$ cat src/rtl/cpu_pkg.sv
// Shared encodings for the store path: access sizes, FSM states and the
// alignment rule used to reject bad requests.
package cpu_pkg;

  localparam logic [1:0] SZ_BYTE = 2'b00;
  localparam logic [1:0] SZ_HALF = 2'b01;
  localparam logic [1:0] SZ_WORD = 2'b10;

  typedef enum logic [2:0] {
    ST_IDLE  = 3'd0,
    ST_READ  = 3'd1,
    ST_WAIT  = 3'd2,
    ST_WRITE = 3'd3,
    ST_DONE  = 3'd4,
    ST_ERR   = 3'd5
  } state_e;

  // Size 2'b11 has no legal encoding, so it is reported as misaligned.
  function automatic logic is_misaligned(input logic [1:0] size, input logic [1:0] lo);
    case (size)
      SZ_BYTE: return 1'b0;
      SZ_HALF: return lo[0];
      SZ_WORD: return lo != 2'b00;
      default: return 1'b1;
    endcase
  endfunction

endpackage

$ cat src/rtl/store_lane_merge.sv
// Combinational merge of a truncated store value into an existing memory word.
// Lanes the store does not touch pass through from old_word unchanged.
module store_lane_merge
  import cpu_pkg::*;
#(
  parameter bit BIG_ENDIAN = 1'b0
) (
  input  logic [31:0] old_word,
  input  logic [31:0] wdata,
  input  logic [1:0]  addr_lo,
  input  logic [1:0]  size,
  output logic [31:0] new_word
);

  logic [1:0] lane;
  logic       hsel;

  always_comb begin
    // Big-endian mirrors the byte lane (3-a) and flips the half select.
    lane     = BIG_ENDIAN ? ~addr_lo : addr_lo;
    hsel     = addr_lo[1] ^ BIG_ENDIAN;
    new_word = old_word;
    case (size)
      SZ_BYTE: begin
        case (lane)
          2'd0:    new_word[7:0]   = wdata[7:0];
          2'd1:    new_word[15:8]  = wdata[7:0];
          2'd2:    new_word[23:16] = wdata[7:0];
          default: new_word[31:24] = wdata[7:0];
        endcase
      end
      SZ_HALF: begin
        if (hsel) new_word[31:16] = wdata[15:0];
        else      new_word[15:0]  = wdata[15:0];
      end
      SZ_WORD: new_word = wdata;
      default: new_word = old_word;
    endcase
  end

endmodule

$ cat src/rtl/store_narrow_unit.sv
// Store unit for a word-wide RAM without byte enables: word stores write
// directly, sub-word stores read-modify-write through store_lane_merge.
module store_narrow_unit
  import cpu_pkg::*;
#(
  parameter int ADDR_W     = 32,
  parameter bit BIG_ENDIAN = 1'b0
) (
  input  logic              CLK,
  input  logic              Reset,
  input  logic              req_valid,
  output logic              req_ready,
  input  logic [ADDR_W-1:0] req_addr,
  input  logic [31:0]       req_wdata,
  input  logic [1:0]        req_size,
  output logic [ADDR_W-1:0] mem_addr,
  output logic              mem_rd_en,
  input  logic [31:0]       mem_rdata,
  output logic              mem_wr_en,
  output logic [31:0]       mem_wdata,
  output logic              done,
  output logic              err
);

  state_e            state_q, state_d;
  logic [ADDR_W-1:0] addr_q, addr_d;
  logic [31:0]       wdata_q, wdata_d;
  logic [1:0]        size_q, size_d;
  logic [31:0]       merge_q, merge_d;
  logic [31:0]       merged;

  store_lane_merge #(.BIG_ENDIAN(BIG_ENDIAN)) u_merge (
    .old_word (mem_rdata),
    .wdata    (wdata_q),
    .addr_lo  (addr_q[1:0]),
    .size     (size_q),
    .new_word (merged)
  );

  always_comb begin
    state_d   = state_q;
    addr_d    = addr_q;
    wdata_d   = wdata_q;
    size_d    = size_q;
    merge_d   = merge_q;
    req_ready = 1'b0;
    mem_rd_en = 1'b0;
    mem_wr_en = 1'b0;
    done      = 1'b0;
    err       = 1'b0;
    case (state_q)
      ST_IDLE: begin
        req_ready = 1'b1;
        if (req_valid) begin
          addr_d  = req_addr;
          wdata_d = req_wdata;
          size_d  = req_size;
          // Word stores skip the read, so the merge register holds the data now.
          merge_d = req_wdata;
          if (is_misaligned(req_size, req_addr[1:0])) state_d = ST_ERR;
          else if (req_size == SZ_WORD)                state_d = ST_WRITE;
          else                                         state_d = ST_READ;
        end
      end
      ST_READ: begin
        mem_rd_en = 1'b1;
        state_d   = ST_WAIT;
      end
      ST_WAIT: begin
        merge_d = merged;
        state_d = ST_WRITE;
      end
      ST_WRITE: begin
        mem_wr_en = 1'b1;
        state_d   = ST_DONE;
      end
      ST_DONE: begin
        done    = 1'b1;
        state_d = ST_IDLE;
      end
      ST_ERR: begin
        done    = 1'b1;
        err     = 1'b1;
        state_d = ST_IDLE;
      end
      default: state_d = ST_IDLE;
    endcase
  end

  always_ff @(posedge CLK or posedge Reset) begin
    if (Reset) begin
      state_q <= ST_IDLE;
      addr_q  <= '0;
      wdata_q <= '0;
      size_q  <= '0;
      merge_q <= '0;
    end else begin
      state_q <= state_d;
      addr_q  <= addr_d;
      wdata_q <= wdata_d;
      size_q  <= size_d;
      merge_q <= merge_d;
    end
  end

  assign mem_addr  = {addr_q[ADDR_W-1:2], 2'b00};
  assign mem_wdata = merge_q;

endmodule

$ cat config.mk
export PLATFORM = sky130hd
export DESIGN_NAME = store_narrow_unit
export DESIGN_NICKNAME = d
export VERILOG_FILES = /design/src/rtl/cpu_pkg.sv /design/src/rtl/store_lane_merge.sv /design/src/rtl/store_narrow_unit.sv
export SDC_FILE = /design/constraint.sdc
export NUM_CORES = 1
export LEC_CHECK = 0
export BUFFER_PORTS_ARGS = -buffer_cell sky130_fd_sc_hd__buf_2
export CAP_MARGIN = 20
export CORE_MARGIN = 3
export CORE_UTILIZATION = 40
export DETAILED_ROUTE_END_ITERATION = 8
export GPL_TIMING_DRIVEN = 0
export PLACE_DENSITY = 0.72
export SLEW_MARGIN = 15
export SYNTH_ARGS = -nofsm -noshare
export SYNTH_HDL_FRONTEND = slang
export SYNTH_SLANG_ARGS = --single-unit
$ cat constraint.sdc
create_clock -name CLK -period 3 [get_ports CLK]
set_input_delay 0 -clock CLK [delete_from_list [all_inputs] [get_ports CLK]]
set_output_delay 0 -clock CLK [all_outputs]
set_load 0.005 [all_outputs]
After elaboration in Yosys (flattened, before gate mapping)
Cells that the tools add are included.
- equal/unequal tests: 12
- mux-type cells: 21
- reduce and logical (&&, ||, !) cells: 10
- operators by type and width (cell ; number):
    one-hot mux 32 bit (3 select lines) ; 1
    one-hot mux 32 bit (2 select lines) ; 1
    two-way mux 16 bit ; 2
    two-way mux 32 bit ; 1
    two-way mux 8 bit ; 4
    one-hot mux 3 bit (4 select lines) ; 1
    two-way mux 1 bit ; 7
    equality test 2 x 1 -> 1 bit, second input constant ; 3
    equality test 2 bit, second input constant ; 3
    equality test 3 x 2 -> 1 bit, second input constant ; 2
    equality test 3 bit, second input constant ; 2
    logical NOT 2 bit ; 3
    two-way mux 3 bit ; 2
    AND reduction 2 bit ; 2
    nonzero test 2 bit ; 2
    equality test 3 x 1 -> 1 bit, second input constant ; 1
    logical NOT 3 bit ; 1
    one-hot mux 1 bit (3 select lines) ; 1
    OR reduction 3 bit ; 1
    two-way mux 2 bit ; 1
    inequality test 2 bit, second input constant ; 1
    OR reduction 2 bit ; 1
- register bits after elaboration: 101
- input bits: 101
- output and inout port bits: 69
- logic and storage cells: 48

Depth between registers and ports, before layout
Gate-level depths: netlist (run 1).
- word-level depth: 7
- mapped depth: 7
- mapped depth without buffers: 4

By module
A second synthesis (run 1) with hierarchy kept.
- cells, all modules: 430
- area total of the unflattened synthesis: 5280.1 sq um
- modules (own cells, without submodules) (module ; times used ; cells each ; area an instance (sq um) ; seq. area each (sq um)):
    store_narrow_unit ; 1 ; 303 ; 4286.6 ; 2527.4
    store_lane_merge ; 1 ; 127 ; 993.5 ; 0.0

Worst setup path after synthesis (run 1)
Ideal clock, no wire load.
- path type: reg2reg
- from: reg state_q[0]
- to: reg merge_q[12] (netlist: mem_wdata[12])
- library setup time: 134 ps
- arrival: 1489 ps
- required time: 2866 ps
- path slack: 1377 ps
- stages on the path, launching flop included: 8
- cells stage by stage: dfrtp_1 buf_6 or2_1 buf_6 or2_4 buf_6 a222oi_1 o21ai_1
- word-level cells in the longest chain between the ends: 3
- elaborated cells between the ends (all ways): 6
- classes of those cells: eq/ne: 2; mux: 1; reduce/logical: 3
- RTL lines (element ; line ; text):
    start, declared ; store_narrow_unit.sv:25 ; state_e state_q, state_d;
    start signal, assigned ; store_narrow_unit.sv:98 ; state_q <= state_d;
    equality test 3 x 2 -> 1 bit or logical NOT 3 bit (tied branches) ; store_narrow_unit.sv:51 ; case (state_q)
    nonzero test 2 bit (no line) or inequality test 2 bit (tied branches) ; n/a ;
    AND reduction 2 bit (no line) ; n/a ;
    end signal, assigned ; store_narrow_unit.sv:102 ; merge_q <= merge_d;
    end, declared ; store_narrow_unit.sv:29 ; logic [31:0] merge_q, merge_d;
Parallel ways exist; a longest one is shown, timed or not.
A chain may end at the register's enable or synchronous reset.

Worst setup path after layout (run 1)
- from: reg state_q[1]
- to: reg addr_q[5]
- word-level cells in the longest chain between the ends: 2
- RTL lines (element ; line ; text):
    logical NOT 3 bit ; store_narrow_unit.sv:51 ;
    AND reduction 2 bit (no line) ; n/a ;
    end signal, assigned ; store_narrow_unit.sv:99 ; addr_q <= addr_d;
    end, declared ; store_narrow_unit.sv:26 ; logic [ADDR_W-1:0] addr_q, addr_d;
No other way between the ends.

==> summary.md, run 1 <==
| Metric | Value |
|---|---|
| Largest net degree at the start of global routing | `72` |
| Initial antenna violation count | `2` |
| Synth warn | `0` |
| Worst Path Class, Setup | `register to register` |
| Crit-path slowest cell | `clkbuf_1` |
| Core outline area | `approximately 13,000 um^2` |
| Simple-Gate Fraction of Synth Area | `around a fifth` |
| Routed wire length | `around 18,000 um` |
| Worst Path Buf+Inv | `3` |
| DP Area | `6490 um^2` |
| RSZ-0062 raised after global routing | `false` |
| Vias in the first global route | `5,550` |
| Ys flop type | `dfrtp_1` |
| Outcome | `complete, no violations` |
| Setup Fix Bufs, Post-CTS | `0` |
| Post-CTS resize count | `0` |
| CP delay by family, top | `buffers and inverters` |
| Slew headroom | `roughly three fifths` |
| Area share of the largest cell type after synthesis | `46.8%` |
| Vias per cell | `5.27` |
| Post-route DRC | `0` |
| R2R Path Start | `state_q[1]$_DFFE_PP0P_` |
| Total track usage | `24.3%` |
| Combined area of all synthesized cells | `5400 um^2` |
| Setup slack at placement | `between 1 and 1.5 ns` |
| Largest family of logic cells by synthesized area | `compound AO/OA/AOI/OAI gates` |
| Vias | `around 5,600` |
| Post-synthesis area per instance | `a little under 9 um^2` |
| Sequential area share after synthesis | `46.8%` |
| Largest stage delay on the critical path | `roughly 0.50 ns` |
| CP most frequent cell | `nand2_1` |
| Complex-gate fraction of the synthesized area | `22.7%` |
| Die W | `around 120 um` |
| Avg WL per Cell | `about 17 um` |
| Final Hold Fails | `0` |
| Syn Inst Count | `617` |
| Worst-Margin Slew | `0.603 ns` |
| Initial DRC count | `roughly 470` |
| Arrival @ worst endpoint | `approximately 2.3 ns` |
| CTS Buf Count | `9` |
| Post-layout nets | `978` |
| Worst Slack Setup Final | `1.04 ns` |
| Hpwl dp | `between 10,000 and 15,000 um` |
| Fin. max-slew vios | `0` |
| CTS max path bufs | `2` |
| F_max | `0.509 GHz` |
| Final setup fails | `0` |
| Xor/xnor share of the synthesized area | `0%` |
| DR pass1 iterations | `5` |
| FF-to-FF setup slack | `between 1 and 1.5 ns` |
| Req. time, crit path | `about 3.3 ns` |
| EDFF count, synth | `0` |
| Hold Crit Depth | `3` |
| Crit path cell chain | `buf_2, nor3_1, nand2_1, clkbuf_1, clkbuf_1, nand2_1, nand2_1` |
| Die Y | `between 100 and 150 um` |
| CTS sink count | `between 100 and 150` |
| Critical path endpoint category | `register` |
| Synth Area in Adders | `0%` |
| Critical path startpoint category | `register` |
| Mux cell area share after synthesis | `0%` |
| Design Area, Final | `roughly 7600 um^2` |
| CTS HTree Levels | `3` |
| MaxCap Viol Count | `0` |
| Final Core Density | `58.9%` |
| Ys async rst share | `between 90% and 100%` |
| Fin crit share | `65.4%` |
| Total Die Area | `about 15,000 um^2` |
| Largest cells by area after synthesis | `dfrtp_1 (47%), nand2_1 (15%), buf_4 (4.6%)` |
| Worst hold start | `req_valid` |
| IO Pins | `170` |
| Remaining antenna violation count | `0` |
| Fraction of final layout cells sized beyond drive strength 1 | `between 20% and 30%` |
| Worst Hold Endpoint | `state_q[1]$_DFFE_PP0P_` |
| Clk slew on worst S/H paths | `~0.070 ns` |
| Hold WC Path Type | `input pin to register` |
| Grt total ovfl | `0` |
| Setup TNS Final | `0 ns` |
| Starting Density | `between 40% and 50%` |
| TritonCTS clock tree | `built` |
| CTS Root Cell | `clkbuf_16` |
| Netlist cell types | `46` |
| Area leader, netlist | `dfrtp_1` |
| CTS Hold Bufs | `80` |
| #FFs+latches synth | `between 100 and 150` |
| Minimum clock period | `about 2.0 ns` |
| FF-to-FF End | `addr_q[5]$_DFFE_PP0P_` |
| Worst vdd ir | `~450 uV` |
| Syn-to-layout area delta | `41.1%` |
| Global-route wire length before repair | `about 28,000 um` |
| PwrDens | `just over 1000 nW/um^2` |
| R2r worst-path depth | `7` |
| PortBufs | `between 150 and 200` |
| Clock skew | `between 0.005 and 0.006 ns` |
| Leak | `approximately 3.8 nW` |
| Critical path peak fanout | `10` |
| Routability Congestion | `0.967` |
| Clk_lat worst skew | `~0.35 ns` |
| Core Rows | `41` |
[stage by stage]
| step | cells | power [mW] | hold slack (ns) |
|---|---|---|---|
| after global placement | 957 | 6.38 | 0.189 |
| final | 1056 | 7.86 | 0.00189 |
| after CTS | 1054 | 7.84 | 0.00155 |
| after global routing | 1056 | 8.47 | 0.00909 |
| after floorplan | 618 | 5.11 | 0.105 |
| after detailed placement | 958 | 6.46 | -0.00318 |
[synthesized netlist by cell type, drive strengths merged, types with 2 or more instances]
cell type	number
a222oi	4
a22oi	25
nor2	8
and2	9
a32oi	8
a31oi	12
a31o	4
o211ai	8
nor2b	12
nand2	216
buf	57
a21oi	11
or2	3
o221ai	17
nand2b	5
o22ai	8
dfrtp	101
o211a	4
o21ai	29
o21a	9
nor3b	2
clkbuf	22
clkinv	2
a32o	8
a221o	7
a22o	8
and3	7
inv	2
[how the worst max path moves through the flow]
stage          slack [ns]                   endpoint              startpoint  cells after the start
4_1_cts               1.0      addr_q[5]$_DFFE_PP0P_  state_q[1]$_DFFE_PP0P_                      7
6_report             1.04      addr_q[5]$_DFFE_PP0P_  state_q[1]$_DFFE_PP0P_                      7
2_1_floorplan        0.35      addr_q[0]$_DFFE_PP0P_                   Reset                      1
5_1_grt              0.78      addr_q[2]$_DFFE_PP0P_  state_q[1]$_DFFE_PP0P_                      7
3_3_place_gp        -0.90  mem_wdata[27]$_DFFE_PP0P_                   Reset                      2
3_5_place_dp         1.04      addr_q[5]$_DFFE_PP0P_  state_q[1]$_DFFE_PP0P_                      7
[where the power goes]
part	switching, mW	leakage (nW)	internal, mW	total [mW]
Combinational	2.19	2.41	1.84	4.02
Sequential	0.532	1.25	2.03	2.56
Clock	0.520	0.158	0.752	1.27
[logic make-up after synthesis]
group | count (synthesis)
AOI/OAI and AO/OA | 165
buffers and inverters | 83
DFF | 101
other | 1
and+or+nand+nor | 267
[cells in the final DEF (no fill, tap or decap), types with 2 or more instances in the layout]
cell type      synthesis  routed
nand2_1              216     216
buf_2                 18     185
dfrtp_1              101     101
dlygate4sd3_1          0      80
buf_4                 33      33
a22oi_1               25      25
clkbuf_1              22      22
o21ai_0               22      22
o221ai_1              17      17
nor2b_1               12      12
a31oi_1               12      12
a21oi_1               10      10
o21a_1                 9       9
and2_1                 9       9
clkbuf_16              0       9
a22o_1                 8       8
a32o_1                 8       8
o211ai_1               8       8
a32oi_1                8       8
o22ai_1                8       8
nor2_1                 7       7
o21ai_1                7       7
and3_1                 7       7
a221o_1                7       7
buf_6                  5       5
nand2b_1               5       5
a31o_2                 4       4
a222oi_1               4       4
o211a_1                4       4
diode_2                0       2
clkinv_1               2       2
conb_1                 1       2
clkinv_2               0       2
bufinv_16              0       2
[state kept, by name, summed over array words and instances, names as in the netlist]
register	cells
wdata_q	32
addr_q	32
mem_wdata	32
state_q	3
size_q	2
[routing by layer]
layer,vias up,share of wire [%],track usage [%]
met5,-,0,0
met1,2589,41,31.8
met2,259,47,39.2
met3,51,7.8,4.13
met4,0,3.7,11.3
li1,2665,-,-
[worst min-delay path: cells and delay by family]
kind | cells | cell delay (ns)
AOI/OAI and AO/OA | 1 | 0.07
buffers and inverters | 1 | 0.15
and+or+nand+nor | 1 | 0.10
[cell type report]
| cell class | count | area (um^2) |
|---|---|---|
| buffer | 79 | 480 |
| timing repair buffer | 248 | 1660 |
| tap | 172 | 215 |
| sequential | 101 | 2530 |
| inverter | 4 | 20.0 |
| antenna | 2 | 5.00 |
| clock inverter | 6 | 86.3 |
| clock buffer | 10 | 239 |
| fill | 1150 | 5310 |
| multi-input combinational | 434 | 2380 |
Power figures use the tool's default switching activity.
==> run 2, diff against run 1 <==
==> constraint.sdc (replaced) <==
create_clock -name CLK -period 1.87 [get_ports CLK]
set_input_delay 0 -clock CLK [delete_from_list [all_inputs] [get_ports CLK]]
set_output_delay 0 -clock CLK [all_outputs]
set_load 0.005 [all_outputs]
==> summary.md, run 2 (synthesis results as in run 1) <==
| Metric | Value |
|---|---|
| Storage cell area | `2530 um^2 (about the same)` |
| Final Hold Fails | `0 (unchanged)` |
| Routability Congestion | `0.951 (-1.7%)` |
| Slew headroom | `63.9% (+4.1 points)` |
| Fraction of final layout cells sized beyond drive strength 1 | `30.2% (+1.6 points)` |
| Initial DRC count | `425 (-10%)` |
| Outcome | `complete, no violations` |
| Design Area, Final | `7760 um^2 (+1.8%)` |
| Final setup fails | `0 (unchanged)` |
| Worst Path Class, Setup | `register to register` |
| Worst vdd ir | `658 uV (+47%)` |
| Grt total ovfl | `0 (unchanged)` |
| Fin cells | `1,065 (+0.85%)` |
| Leak | `3.90 nW (+2.2%)` |
| Largest net degree at the start of global routing | `37 (-49%)` |
| Total Die Area | `14,900 um^2 (unchanged)` |
| RSZ-0062 raised after global routing | `false` |
| Vias | `5,619 (+0.99%)` |
| Minimum clock period | `1.75 ns (-0.211 ns)` |
| Core outline area | `12,900 um^2 (unchanged)` |
| Global-route wire length before repair | `28,700 um (+2.0%)` |
| Req. time, crit path | `2.14 ns (-1.15 ns)` |
| Die W | `122 um (unchanged)` |
| CTS Root Cell | `clkbuf_16` |
| Hold WC Path Type | `input pin to register` |
| Worst hold slack | `0.0626 ns (+0.0607 ns)` |
| DR pass1 iterations | `5 (unchanged)` |
| Worst-Margin Slew | `0.542 ns (-0.0611 ns)` |
| Clk_lat worst skew | `0.35 ns (about the same)` |
| IO Pins | `170 (unchanged)` |
| CTS HTree Levels | `3 (unchanged)` |
| Commonest non-fill, non-tap cell in the layout | `nand2_1` |
| MaxCap Viol Count | `0 (unchanged)` |
| Worst Slack Setup Final | `0.117 ns (-0.919 ns)` |
| Crit-path slowest cell | `clkbuf_1` |
| Avg WL per Cell | `17.2 um (+2.0%)` |
| Fin crit share | `93.7% (+28 points)` |
| Vias per cell | `5.28 (+0.14%)` |
| Die Y | `122 um (unchanged)` |
| TritonCTS clock tree | `built` |
| CTS max path bufs | `2 (unchanged)` |
| Fin. max-slew vios | `0 (unchanged)` |
| Core Rows | `41 (unchanged)` |
| Critical path peak fanout | `10 (unchanged)` |
| Syn-to-layout area delta | `43.7%` |
| Clk slew on worst S/H paths | `0.07 ns (about the same)` |
| Post-layout nets | `988 (+1.0%)` |
| Crit path cell chain | `buf_6, nor4b_4, buf_4, clkbuf_1, nand2_1, o211ai_1` |
| Initial antenna violation count | `2 (unchanged)` |
| Total track usage | `24.8% (+0.57 points)` |
| Critical path endpoint category | `register` |
| Commonest non-fill, non-tap cells in the layout | `nand2_1 (215), buf_2 (182), dfrtp_1 (100)` |
| Hpwl dp | `12,500 um (+1.2%)` |
| Remaining antenna violation count | `0 (unchanged)` |
| Area of the multi-input gates | `2390 um^2 (+0.47%)` |
| Critical path startpoint category | `register` |
| CTS Buf Count | `9 (unchanged)` |
| Post-route DRC | `0 (unchanged)` |
| Starting Density | `41.8% (unchanged)` |
| Vias in the first global route | `5,538 (-0.22%)` |
| DP Area | `6520 um^2 (+0.48%)` |
| PwrDens | `1640 nW/um^2 (+59%)` |
| CTS sink count | `101 (unchanged)` |
| Placed cell count | `960 (+0.21%)` |
| Final Core Density | `60.0% (+1.1 points)` |
| Largest stage delay on the critical path | `0.42 ns (-0.08 ns)` |
| Arrival @ worst endpoint | `2.02 ns (-0.23 ns)` |
| Routed wire length | `18,400 um (+2.8%)` |
| PortBufs | `167 (unchanged)` |
| Clock skew | `0.00731 ns (+0.00194 ns)` |
| Setup slack at placement | `-0.0673 ns (-1.11 ns)` |
| FILL cells | `1,167 (+1.5%)` |
| F_max | `0.571 GHz (+12%)` |
[run 2: cell count changes in the layout (fill, tap and decap cells not counted), moves of 3 or more]
cell and change:
buf_12 +3, dlygate4sd3_1 +4, clkbuf_2 +6, clkbuf_4 +3
clkbuf_1 -7, buf_2 -3, buf_4 +6
[run 2: layout make-up]
cell class	count	area share, %
clock inverters	3	0.548
inverters	4	0.258
repair buffers	261	23.3
well taps	172	2.77
flip-flops and latches	101	32.6
diodes	1	0.0323
plain buffers	76	6.19
multi-input cells	434	30.8
clock buffers	13	3.48
[run 2: layer usage]
metal | wire, um | GRT usage (%) | vias to the layer above
met5 | 13 | 0 | -
met4 | 461 | 7.28 | 2
met3 | 1390 | 6.22 | 37
met2 | 8870 | 41.0 | 236
met1 | 7630 | 32.4 | 2659
li1 | - | - | 2685
[run 2: where the power goes]
group	internal, mW	switching, mW
sequential	3.26	0.865
clock	1.15	0.821
combinational	3.12	3.54
total	7.52	5.23
[run 2: timing repair]
item	4_1_cts	5_1_grt
endpoints found under the setup margin	41	84
setup buffers	0	6
hold buffers	84	0
pin swaps	0	4
resized for setup	1	20
cloned	0	1
hold endpoints to repair	162	0
[run 2: worst paths after layout]
kind / end / slack, ns / cells after the start / startpoint
max reg2reg: mem_wdata[21]$_DFFE_PP0P_ / 0.12 / 6 / state_q[0]$_DFFE_PP0P_
max: mem_wdata[21]$_DFFE_PP0P_ / 0.12 / 6 / state_q[0]$_DFFE_PP0P_
min in group asynchronous: addr_q[20]$_DFFE_PP0P_ / 0.16 / 3 / Reset
min: mem_wdata[5]$_DFFE_PP0P_ / 0.06 / 3 / mem_rdata[5]
max in group asynchronous: size_q[1]$_DFFE_PP0P_ / 1.06 / 5 / Reset
min reg2reg: addr_q[25]$_DFFE_PP0P_ / 0.48 / 2 / addr_q[25]$_DFFE_PP0P_
[run 2: critical path, delay by kind of cell, from the launching register on]
kind	cells	cell delay, ns
buffers and inverters	3	0.74
flip-flops	1	0.39
AND/OR/NAND/NOR	2	0.42
AO/OA/AOI/OAI	1	0.12
[run 2: metrics by stage]
step	setup TNS [ns]	total power, mW
after floorplan	0	8.20
after global placement	-6.60	10.2
after detailed placement	-0.713	10.4
after CTS	0	12.5
after global routing	0	13.7
final	0	12.8
==> run 3, diff against run 2 <==
==> constraint.sdc (replaced) <==
create_clock -name CLK -period 1.87 [get_ports CLK]
set_input_delay 0.2805 -clock CLK [delete_from_list [all_inputs] [get_ports CLK]]
set_output_delay 0.2805 -clock CLK [all_outputs]
set_load 0.005 [all_outputs]
==> summary.md, run 3 (synthesis results as in run 1) <==
| Metric | Value |
|---|---|
| Starting Density | `41.8% (unchanged)` |
| RSZ-0062 raised after global routing | `false` |
| Post-route DRC | `0 (unchanged)` |
| Hpwl dp | `12,500 um (unchanged)` |
| Initial antenna violation count | `2 (unchanged)` |
| Final setup fails | `0 (unchanged)` |
| Worst Path Class, Setup | `register to output pin` |
| Hold WC Path Type | `input pin to register` |
| Avg WL per Cell | `17.3 um (+0.51%)` |
| Minimum clock period | `1.77 ns (+0.0200 ns)` |
| Core Rows | `41 (unchanged)` |
| Slew headroom | `64.6% (+0.70 points)` |
| Clk slew on worst S/H paths | `0.07 ns (about the same)` |
| Remaining antenna violation count | `0 (unchanged)` |
| Worst hold slack | `0.120 ns (+0.0574 ns)` |
| Fin cells | `983 (-7.7%)` |
| Die W | `122 um (unchanged)` |
| Commonest non-fill, non-tap cells in the layout | `nand2_1 (215), buf_2 (182), dfrtp_1 (100)` |
| CTS Buf Count | `9 (unchanged)` |
| Routability Congestion | `0.951 (unchanged)` |
| Placed cell count | `960 (unchanged)` |
| Post-layout nets | `906 (-8.3%)` |
| Routed wire length | `17,000 um (-7.2%)` |
| Grt total ovfl | `0 (unchanged)` |
| Worst vdd ir | `667 uV (+1.4%)` |
| F_max | `0.564 GHz (-1.1%)` |
| Vias | `5,187 (-7.7%)` |
| MaxCap Viol Count | `0 (unchanged)` |
| Total track usage | `22.8% (-2.0 points)` |
| Leak | `3.55 nW (-8.9%)` |
| CTS Root Cell | `clkbuf_16` |
| CTS sink count | `101 (unchanged)` |
| Crit path cell chain | `buf_2, clkbuf_2, nor3b_1, buf_2` |
| Vias per cell | `5.28 (about the same)` |
| Syn-to-layout area delta | `28.4%` |
| Fin crit share | `94.8% (+1.1 points)` |
| Clk_lat worst skew | `0.35 ns (about the same)` |
| Initial DRC count | `431 (+1.4%)` |
| CTS max path bufs | `2 (unchanged)` |
| IO Pins | `170 (unchanged)` |
| Vias in the first global route | `4,991 (-9.9%)` |
| Die Y | `122 um (unchanged)` |
| Fraction of final layout cells sized beyond drive strength 1 | `33.2% (+3.1 points)` |
| Worst Slack Setup Final | `0.0972 ns (-0.0200 ns)` |
| Crit-path slowest cell | `dfrtp_1` |
| PwrDens | `1810 nW/um^2 (+10%)` |
| Clock skew | `0.00776 ns (+0.000449 ns)` |
| Req. time, crit path | `1.59 ns (-0.55 ns)` |
| FF-to-FF setup slack | `0.12 ns (about the same)` |
| Commonest non-fill, non-tap cell in the layout | `nand2_1` |
| CP most frequent cell | `buf_2` |
| Setup TNS Final | `0 ns (unchanged)` |
| Outcome | `complete, no violations` |
| Setup slack at placement | `-0.0673 ns (unchanged)` |
| TritonCTS clock tree | `built` |
| Worst-Margin Slew | `0.531 ns (-0.0105 ns)` |
| Critical path endpoint category | `output pin` |
| Critical path startpoint category | `register` |
| Final Hold Fails | `0 (unchanged)` |
| CTS HTree Levels | `3 (unchanged)` |
| DR pass1 iterations | `5 (unchanged)` |
| Largest net degree at the start of global routing | `37 (unchanged)` |
| Core outline area | `12,900 um^2 (unchanged)` |
| Critical path peak fanout | `10 (unchanged)` |
| FILL cells | `1,253 (+7.4%)` |
| Final Core Density | `53.6% (-6.4 points)` |
| Largest stage delay on the critical path | `0.35 ns (-0.07 ns)` |
| Arrival @ worst endpoint | `1.49 ns (-0.53 ns)` |
| Fin. max-slew vios | `0 (unchanged)` |
| Global-route wire length before repair | `26,200 um (-8.7%)` |
| PortBufs | `167 (unchanged)` |
| Total Die Area | `14,900 um^2 (unchanged)` |
run 3: changes by cell type in the layout (fill, tap and decap cells not counted), sizes merged:
cell	change
dlygate4sd3	-83
buf	+2
clkbuf	-1
run 3: layout make-up:
type / count / area (um^2) / share of cell area, %
antenna: 1 / 2.50 / 0.0361
clock inverter: 3 / 42.5 / 0.613
timing repair buffer: 179 / 983 / 14.2
clock buffer: 13 / 270 / 3.90
inverter: 4 / 20.0 / 0.289
tap: 172 / 215 / 3.10
buffer: 76 / 478 / 6.89
multi-input combinational: 434 / 2390 / 34.5
sequential: 101 / 2530 / 36.5
run 3: critical path: cells and delay by family, from the launching register on:
kind	cells	cell delay [ns]
buffers and inverters	3	0.56
DFF	1	0.35
and+or+nand+nor	1	0.23
run 3: where the power goes:
group	total (mW)	switching, mW	internal (mW)
logic	6.48	3.47	3.01
registers	4.12	0.861	3.26
clock network	1.96	0.817	1.15
total	12.6	5.15	7.42
run 3: through the flow:
step                      power (mW)  area [um^2]
final                           12.6         6940
after floorplan                 8.20         5410
after CTS                       12.4         6840
after global placement          10.2         6460
after detailed placement        10.4         6520
after global routing            13.6         6940
run 3: final timing paths:
check                           cells past startpoint                   start                        end
worst max-delay path                                4  state_q[1]$_DFFE_PP0P_                  mem_rd_en
worst min-delay path                                3            req_addr[12]     addr_q[12]$_DFFE_PP0P_
worst max register to register                      5   size_q[1]$_DFFE_PP0P_  mem_wdata[24]$_DFFE_PP0P_
worst min register to register                      2  addr_q[25]$_DFFE_PP0P_     addr_q[25]$_DFFE_PP0P_
max in group asynchronous                           5                   Reset      size_q[1]$_DFFE_PP0P_
min in group asynchronous                           3                   Reset     addr_q[20]$_DFFE_PP0P_
run 3: layer usage:
| metal | global-route usage, % | vias to the layer above | part of all wire, % |
|---|---|---|---|
| met5 | 0 | - | 0.076 |
| met4 | 5.04 | 2 | 1.4 |
| met3 | 6.27 | 20 | 8.1 |
| met2 | 36.3 | 209 | 48 |
| met1 | 31.3 | 2439 | 43 |
| li1 | - | 2517 | - |
run 3: what timing repair did:
action / in CTS / in global routing
hold buffers: 1 / 0
pin swaps: 0 / 4
gates cloned: 0 / 1
hold endpoints to repair: 7 / 0
setup endpoints to repair: 41 / 85
buffers inserted: 0 / 7
resized for setup: 1 / 18
